**config.mk**
```make
export PLATFORM = sky130hd
export DESIGN_NAME = regex_char_sequencer
export DESIGN_NICKNAME = d
export VERILOG_FILES = /design/src/rtl/regex_char_sequencer.sv
export SDC_FILE = /design/constraint.sdc
export NUM_CORES = 1
export LEC_CHECK = 0
export CELL_PAD_IN_SITES_DETAIL_PLACEMENT = 0
export CELL_PAD_IN_SITES_GLOBAL_PLACEMENT = 1
export CORE_UTILIZATION = 43
export DETAILED_ROUTE_END_ITERATION = 7
export GPL_TIMING_DRIVEN = 1
export PLACE_DENSITY = 0.94
export SYNTH_ARGS = -nofsm -noshare
export SYNTH_HDL_FRONTEND = slang
export SYNTH_SLANG_ARGS = --single-unit
```
**constraint.sdc**
```tcl
create_clock -name clk -period 5 [get_ports clk]
set_input_delay 1.25 -clock clk [delete_from_list [all_inputs] [get_ports clk]]
set_output_delay 1.25 -clock clk [all_outputs]
set_load 0.01 [all_outputs]
```
**src/rtl/regex_char_sequencer.sv**
```systemverilog
// rtl/regex_char_sequencer.sv - byte FIFO and per-character sequencer in front of compiled_regex.
// Optional statistics counters are built when REGEX_SEQ_STATS_EN is defined.
module regex_char_sequencer #(
    parameter int FIFO_DEPTH   = 8,
    parameter int START_CYCLES = 2,
    parameter int TIMEOUT      = 1024,
    parameter int POS_W        = 32
) (
    input  logic             clk,
    input  logic             reset,
    input  logic             in_valid,
    output logic             in_ready,
    input  logic [7:0]       in_char,
    input  logic             in_eos,
    output logic             eng_start,
    output logic [7:0]       eng_char,
    output logic             eng_last,
    input  logic             eng_rdy,
    input  logic             eng_match,
    input  logic [POS_W-1:0] eng_start_pos,
    input  logic [POS_W-1:0] eng_end_pos,
    output logic             res_valid,
    input  logic             res_ready,
    output logic             res_match,
    output logic             res_final,
    output logic [POS_W-1:0] res_start_pos,
    output logic [POS_W-1:0] res_end_pos,
    output logic             busy,
    output logic             timeout_err
`ifdef REGEX_SEQ_STATS_EN
    ,
    output logic [31:0]      stat_chars,
    output logic [15:0]      stat_matches
`endif
);

    localparam int AW  = $clog2(FIFO_DEPTH);
    localparam int SCW = $clog2(START_CYCLES + 1);
    localparam int TW  = $clog2(TIMEOUT + 1);

    typedef enum logic [1:0] {IDLE, KICK, WAIT, EMIT} state_t;

    state_t         state, state_next;
    logic [8:0]     mem [FIFO_DEPTH];
    logic [AW:0]    wr_ptr, rd_ptr;
    logic [SCW-1:0] start_cnt;
    logic [TW-1:0]  to_cnt;
    logic           empty, full, push, pop;
    logic           capture, timed_out;

    // Extra pointer bit distinguishes full from empty when the indices coincide.
    assign empty    = (wr_ptr == rd_ptr);
    assign full     = (wr_ptr[AW] != rd_ptr[AW]) && (wr_ptr[AW-1:0] == rd_ptr[AW-1:0]);
    assign in_ready = reset & ~full;
    assign push     = in_valid & in_ready;
    assign pop      = (state == IDLE) & ~empty;
    assign busy     = (state != IDLE) | ~empty;

    always_ff @(posedge clk) begin
        if (push) begin
            mem[wr_ptr[AW-1:0]] <= {in_eos, in_char};
        end
    end

    always_comb begin
        state_next = state;
        capture    = 1'b0;
        timed_out  = 1'b0;
        case (state)
            IDLE: if (!empty) state_next = KICK;
            KICK: if (start_cnt == SCW'(1)) state_next = WAIT;
            WAIT: begin
                if (eng_rdy) begin
                    if (eng_match || eng_last) begin
                        state_next = EMIT;
                        capture    = 1'b1;
                    end else begin
                        state_next = IDLE;
                    end
                end else if (to_cnt == TW'(TIMEOUT - 1)) begin
                    state_next = IDLE;
                    timed_out  = 1'b1;
                end
            end
            EMIT: if (res_ready) state_next = IDLE;
            default: state_next = IDLE;
        endcase
    end

    always_ff @(posedge clk or negedge reset) begin
        if (!reset) begin
            state         <= IDLE;
            wr_ptr        <= '0;
            rd_ptr        <= '0;
            start_cnt     <= '0;
            to_cnt        <= '0;
            eng_start     <= 1'b0;
            eng_char      <= '0;
            eng_last      <= 1'b0;
            res_valid     <= 1'b0;
            res_match     <= 1'b0;
            res_final     <= 1'b0;
            res_start_pos <= '0;
            res_end_pos   <= '0;
            timeout_err   <= 1'b0;
        end else begin
            state     <= state_next;
            eng_start <= (state_next == KICK);
            res_valid <= (state_next == EMIT);
            if (push) begin
                wr_ptr <= wr_ptr + 1'b1;
            end
            if (pop) begin
                rd_ptr    <= rd_ptr + 1'b1;
                eng_char  <= mem[rd_ptr[AW-1:0]][7:0];
                eng_last  <= mem[rd_ptr[AW-1:0]][8];
                start_cnt <= SCW'(START_CYCLES);
            end else if (state == KICK) begin
                start_cnt <= start_cnt - 1'b1;
            end
            to_cnt <= (state == WAIT) ? to_cnt + 1'b1 : '0;
            // Positions are forced to zero on non-match records (e.g. the EOS record).
            if (capture) begin
                res_match     <= eng_match;
                res_final     <= eng_last;
                res_start_pos <= eng_match ? eng_start_pos : '0;
                res_end_pos   <= eng_match ? eng_end_pos : '0;
            end
            if (timed_out) begin
                timeout_err <= 1'b1;
            end
        end
    end

`ifdef REGEX_SEQ_STATS_EN
    always_ff @(posedge clk or negedge reset) begin
        if (!reset) begin
            stat_chars   <= '0;
            stat_matches <= '0;
        end else begin
            if (state == WAIT && eng_rdy && !eng_last && !(&stat_chars)) begin
                stat_chars <= stat_chars + 1'b1;
            end
            if (capture && eng_match && !(&stat_matches)) begin
                stat_matches <= stat_matches + 1'b1;
            end
        end
    end
`endif

endmodule

```
==> flow_summary.json, run 1 <==
{
  "status": "complete, no violations",
  "setup_ws_ps": 1290,
  "criticalPathCategory": "flip-flop to output pin",
  "grt_use_total": 0.1895,
  "final_net_count": 784,
  "core-area_sq_um": 15830,
  "clkLatencyLatePin_ps": 420,
  "ys_seq_elements": 173,
  "wl_per_cell_microns": 16.43,
  "path_clk_slew_ps": 60,
  "ys_types": 37,
  "setup_viol_count_final": 0,
  "rsz0062_at_grt": "no",
  "initial_utilization": 0.4394,
  "cts_made_buffers": 17,
  "power_density_nw_per_um2": 547.8,
  "multi_input_area_sq_um": 2069,
  "worstPathCellList": "xor2_1, nor4_1, nand2_1, clkdlybuf4s50_1",
  "required_ps": 3750,
  "worstMarginPinSlew_ps": 1269,
  "diodes": 0,
  "grt_max_degree": 73,
  "syn_to_final_growth_pct": 34.15,
  "core.rowCount": 46,
  "placedCellCount": 898,
  "vias": 4742,
  "seq_area_sq_um": 4690,
  "clk_path_buf_depth": 2,
  "syn_area_sq_um": 6954,
  "dieArea_sq_um": 16680,
  "critPathSlowestCell": "dfrtp_1",
  "synth_common_cells": "nand2_1 (152), dfrtp_1 (101), edfxtp_1 (72), nand3_1 (67)",
  "grt_pass1_vias": 4564,
  "syn_avg_cell_area_sq_um": 12.62,
  "grt_first_pass_wirelength_microns": 23700,
  "ctsRootBufferMaster": "clkbuf_16",
  "pre_cts_slack_ps": 1316,
  "crit_family": "flip-flops",
  "hpwlAfterDp_microns": 10140,
  "synth_seq_area_share": 0.6743,
  "drive_above_1_share": 0.09524,
  "cts.sinks": 173,
  "hold_viol": 0,
  "overflow": 0,
  "synth_cells": 551,
  "yosysMostFrequentCell": "nand2_1",
  "postCtsHoldBufs": 0,
  "start_kind": "flip-flop",
  "slew_headroom": 0.1541,
  "arrival_ps": 2460,
  "vias_per_cell": 5.099,
  "antenna_found_initial": 0,
  "io_pins": 159,
  "setup_tns_ps": 0,
  "drv_cap": 0,
  "synth_top_area_share": 0.3634,
  "die_y_microns": 129.2,
  "path_buf_inv": 1,
  "synth_top_cell_by_area": "dfrtp_1",
  "drt-pass1-iter-count": 4,
  "globalplace.congestion": 0.7444,
  "synth_warnings": 0,
  "power.leakage_nw": 3.929,
  "max_stage_delay_ps": 810,
  "htreeDepth": 4,
  "dpl_cell_area_sq_um": 8678,
  "ant_nets": 0,
  "final_area_sq_um": 9329,
  "synth_edf_count": 72,
  "cts.repair.resized": 0,
  "drv_slew": 0,
  "num-fill-cells": 1246,
  "async_flop_share": 0.5838,
  "post_cts_buffers": 0,
  "syn-num-nets": 634,
  "synth_top_flop_cell": "dfrtp_1",
  "post-route-util": 0.5894,
  "stdcell_count": 930,
  "die_w_microns": 129.2,
  "ys_top_cells_by_area": "dfrtp_1 (36%), edfxtp_1 (31%), nand2_1 (8.2%)",
  "drcViolationCount": 0,
  "cp_max_fo": 13,
  "hp-class": "flip-flop to flip-flop",
  "max_freq_mhz": 269.5,
  "worstSetupEndpointType": "output pin",
  "cts_tree": "done",
  "fin_crit_sh": 0.7421,
  "drtIter0Drc": 235,
  "portBuffers": 158,
  "post-route-min-period_ps": 3710,
  "routed_wl_microns": 15280,
  "fin_skew_ps": 8.353,
  "ir_worst_vdd_v": 0.0003825
}
power breakdown:
part           total, mW  switching (mW)  internal, mW  leakage (nW)
Clock               1.44           0.562         0.875         0.310
Sequential          2.07           0.242          1.83          1.97
Combinational       1.60           0.751         0.850          1.65
Total               5.11            1.56          3.55          3.93
cell usage in the layout (no fill, tap or decap), drive strengths merged:
cell           netlist  routed
nor4                 1       1
buf                 18       9
or2                  1       1
ha                   4       4
clkbuf              16      19
nand4                4       4
bufinv               0       4
or3                  1       1
o41ai                1       1
nor3                 3       3
xnor2                7       7
nor2                19      19
mux4                18      18
mux2i               12      12
nand3               67      67
edfxtp              72      72
a41oi                2       2
clkdlybuf4s50        0     156
and3                 3       3
o31ai                1       1
and2                 4       4
clkinvlp             0       3
a21oi                3       3
inv                  6      12
a21o                 2       2
o21ai               11      11
o22a                 1       1
nand2b               5       5
xor2                14      14
nand2              152     152
mux2                 2       2
dfrtp              101     101
through the flow:
step | hold slack, ps | power (mW)
after floorplan | 423.9 | 2.957
after global placement | 436.3 | 3.654
after detailed placement | 440.9 | 3.722
after CTS | 453.9 | 5.159
after global routing | 480.6 | 5.385
final | 448.8 | 5.110
registers in the layout, summed over array words and instances (netlist names):
register and count:
eng_start 1, rd_ptr 4, state 2, timeout_err 1, res_valid 1, mem 72
to_cnt 11, res_final 1, res_start_pos 32, eng_last 1, wr_ptr 4, res_end_pos 32
eng_char 8, start_cnt 2, res_match 1
area by class of cell:
type | count | share of cell area
Tap cell | 216 | 0.02897
Sequential cell | 173 | 0.5027
Timing Repair Buffer | 165 | 0.1744
Inverter | 6 | 0.002414
Multi-Input combinational cell | 338 | 0.2218
Clock buffer | 19 | 0.04855
Clock inverter | 13 | 0.02119
worst register-to-register path, cell delays in order (launching register included):
cell and delay, ps:
dfrtp_1 810, xnor2_1 190, a41oi_2 390, nand2_1 160, nor2_1 840
cell families after synthesis:
kind of cell             after synthesis  share of synthesized area
AO/OA/AOI/OAI                         21                    0.02213
flip-flops                           173                     0.6743
adder cells (fa/ha/maj)                4                   0.007197
AND/OR/NAND/NOR                      260                     0.1601
buffers and inverters                 40                    0.02986
XOR/XNOR                              21                    0.02753
multiplexers                          32                    0.07881
layer usage:
layer | global-route usage | wire (microns) | vias to the layer above
li1 | - | - | 2202
met1 | 0.2383 | 6552 | 2353
met2 | 0.3172 | 7443 | 170
met3 | 0.05326 | 1070 | 17
met4 | 0.06228 | 216 | 0
met5 | 0 | 0 | -
final timing paths:
path / from / end / slack, ps / cells after the start
max reg2reg: rd_ptr[2] / mem[5][0] / 2220 / 4
min in group asynchronous: reset / to_cnt[10] / 750 / 1
max: rd_ptr[2] / busy / 1290 / 4
max in group asynchronous: reset / res_end_pos[19] / 2970 / 2
min reg2reg: to_cnt[0] / to_cnt[0] / 450 / 1
min: to_cnt[0] / to_cnt[0] / 450 / 1
(Power assumes the default switching activity.)
==> inputs of run 2 (changes only) <==
Settings changed: CORE_UTILIZATION 43 to 36, PLACE_DENSITY 0.94 to 0.85.
Clock period 5 ns to 3.28 ns, I/O delays scaled along.
==> flow_summary.json, run 2 (synthesis results as in run 1) <==
{
  "status": "complete, no violations",
  "ctsRootBufferMaster": "clkbuf_16",
  "grt_pass1_vias": 4853,
  "rsz0062_at_grt": "no",
  "largest_register_ffs": 72,
  "hold_slack_ps": 444.5,
  "cts_made_buffers": 17,
  "reg2reg_depth": 4,
  "dieArea_sq_um": 19880,
  "intPower_mw": 5.236,
  "wl_per_cell_microns": 15.86,
  "cp-startpoint": "wr_ptr[0]",
  "worstSetupEndpointType": "output pin",
  "drcViolationCount": 0,
  "io_pins": 159,
  "cts.sinks": 173,
  "grt_first_pass_wirelength_microns": 25090,
  "power.leakage_nw": 3.926,
  "globalplace.congestion": 0.7670,
  "drt-pass1-iter-count": 4,
  "drv_cap": 0,
  "drtIter0Drc": 174,
  "mostFrequentLayoutCell": "clkdlybuf4s50_1",
  "criticalPathCategory": "flip-flop to output pin",
  "cts_tree": "done",
  "hp-class": "input pin to async pin",
  "p_sw_mw": 2.373,
  "final_area_sq_um": 9375,
  "drive_above_1_share": 0.09972,
  "clk_path_buf_depth": 2,
  "antenna_found_initial": 0,
  "grt_use_total": 0.1634,
  "worstReg2RegEnd": "res_end_pos[12]",
  "setup_tns_ps": 0,
  "portBuffers": 158,
  "htreeDepth": 4,
  "grt_max_degree": 70,
  "hpwlAfterDp_microns": 10870,
  "power_frac_seq": 0.412,
  "ir_worst_vdd_v": 0.0003812,
  "routed_wl_microns": 15580,
  "postCtsHoldBufs": 0,
  "swShare": 0.3119,
  "diodes": 0,
  "crit_path_end": "busy",
  "power_density_nw_per_um2": 811.6,
  "vias": 4734,
  "dpl_cell_area_sq_um": 8801,
  "setup_viol_count_final": 0,
  "r2r_start": "state[0]",
  "initial_utilization": 0.3693,
  "r2r_slack_ps": 940,
  "drv_slew": 0,
  "path_clk_slew_ps": 60,
  "required_ps": 2460,
  "max_freq_mhz": 330.6,
  "fin_skew_ps": 6.891,
  "post-route-min-period_ps": 3025,
  "cp_max_fo": 10,
  "overflow": 0,
  "hold_viol": 0,
  "start_kind": "flip-flop",
  "core.rowCount": 50,
  "die_w_microns": 141.0,
  "clkLatencyLatePin_ps": 420,
  "combPwrFrac": 0.330,
  "final_net_count": 792,
  "cts.repair.resized": 0,
  "slew_headroom": 0.1822,
  "arrival_ps": 2200,
  "core-area_sq_um": 18830,
  "fin_crit_sh": 0.9222,
  "ant_nets": 0,
  "worstMarginPinSlew_ps": 1227,
  "vias_per_cell": 4.821,
  "syn_to_final_growth_pct": 34.81,
  "die_y_microns": 141.0,
  "layout_common_cells": "clkdlybuf4s50_1 (156), nand2_1 (152), dfrtp_1 (101), edfxtp_1 (72), nand3_1 (67)",
  "pwr-share-clk": 0.258,
  "post_cts_buffers": 0
}
## run 2: changes by cell type in the layout (fill, tap and decap cells not counted), sizes merged
cell and change:
bufinv -2, clkinvlp +2, buf +8, inv -3, clkinv +3
## run 2: critical path, cell delays in order (launching register included)
cell             delay [ps]
dfrtp_1                 520
xor2_2                  230
nor4_1                  430
nand2_1                 100
clkdlybuf4s50_1         500
## run 2: power groups by stage
stage / clock network (mW) / logic (mW) / registers (mW)
floorplan: 0 / 1.26 / 3.25
global placement: 0 / 2.48 / 3.15
detailed placement: 0 / 2.54 / 3.17
CTS: 2.01 / 2.55 / 3.14
global route: 2.10 / 2.73 / 3.20
finish: 1.97 / 2.51 / 3.13
## run 2: area by class of cell
class                      instances  area [sq um]
timing repair buffer             173          1699
tap                              260         325.3
multi-input combinational        338          2064
clock inverter                    13         141.4
sequential                       173          4690
clock buffer                      19         432.9
fill                            1586          9455
inverter                           6         22.52
## run 2: worst min path at each step
| stage | cells past startpoint | to | startpoint | slack (ps) |
|---|---|---|---|---|
| finish | 2 | rd_ptr[2] | reset | 440 |
| global route | 2 | rd_ptr[2] | reset | 470 |
| CTS | 2 | rd_ptr[1] | reset | 440 |
| detailed placement | 2 | res_end_pos[14] | res_end_pos[14] | 450 |
| global placement | 1 | to_cnt[0] | to_cnt[0] | 440 |
| floorplan | 1 | to_cnt[0] | to_cnt[0] | 420 |
## run 2: stage by stage
| stage | total power, mW | worst slack (ps) | utilization | cells |
|---|---|---|---|---|
| finish | 7.609 | 255.0 | 0.4979 | 982 |
| global route | 8.037 | 29.16 | 0.4979 | 982 |
| CTS | 7.691 | 233.1 | 0.4979 | 982 |
| detailed placement | 5.711 | 377.5 | 0.4674 | 950 |
| global placement | 5.627 | 505.5 | 0.4674 | 950 |
| floorplan | 4.507 | 927.1 | - | 551 |
## run 2: layer usage
layer	wire (microns)	global-route usage	vias to the layer above	part of all wire
met4	294	0.06007	0	0.019
met2	7289	0.2647	167	0.47
met1	7026	0.2146	2326	0.45
li1	-	-	2218	-
met3	969	0.03838	23	0.062
met5	0	0	-	0
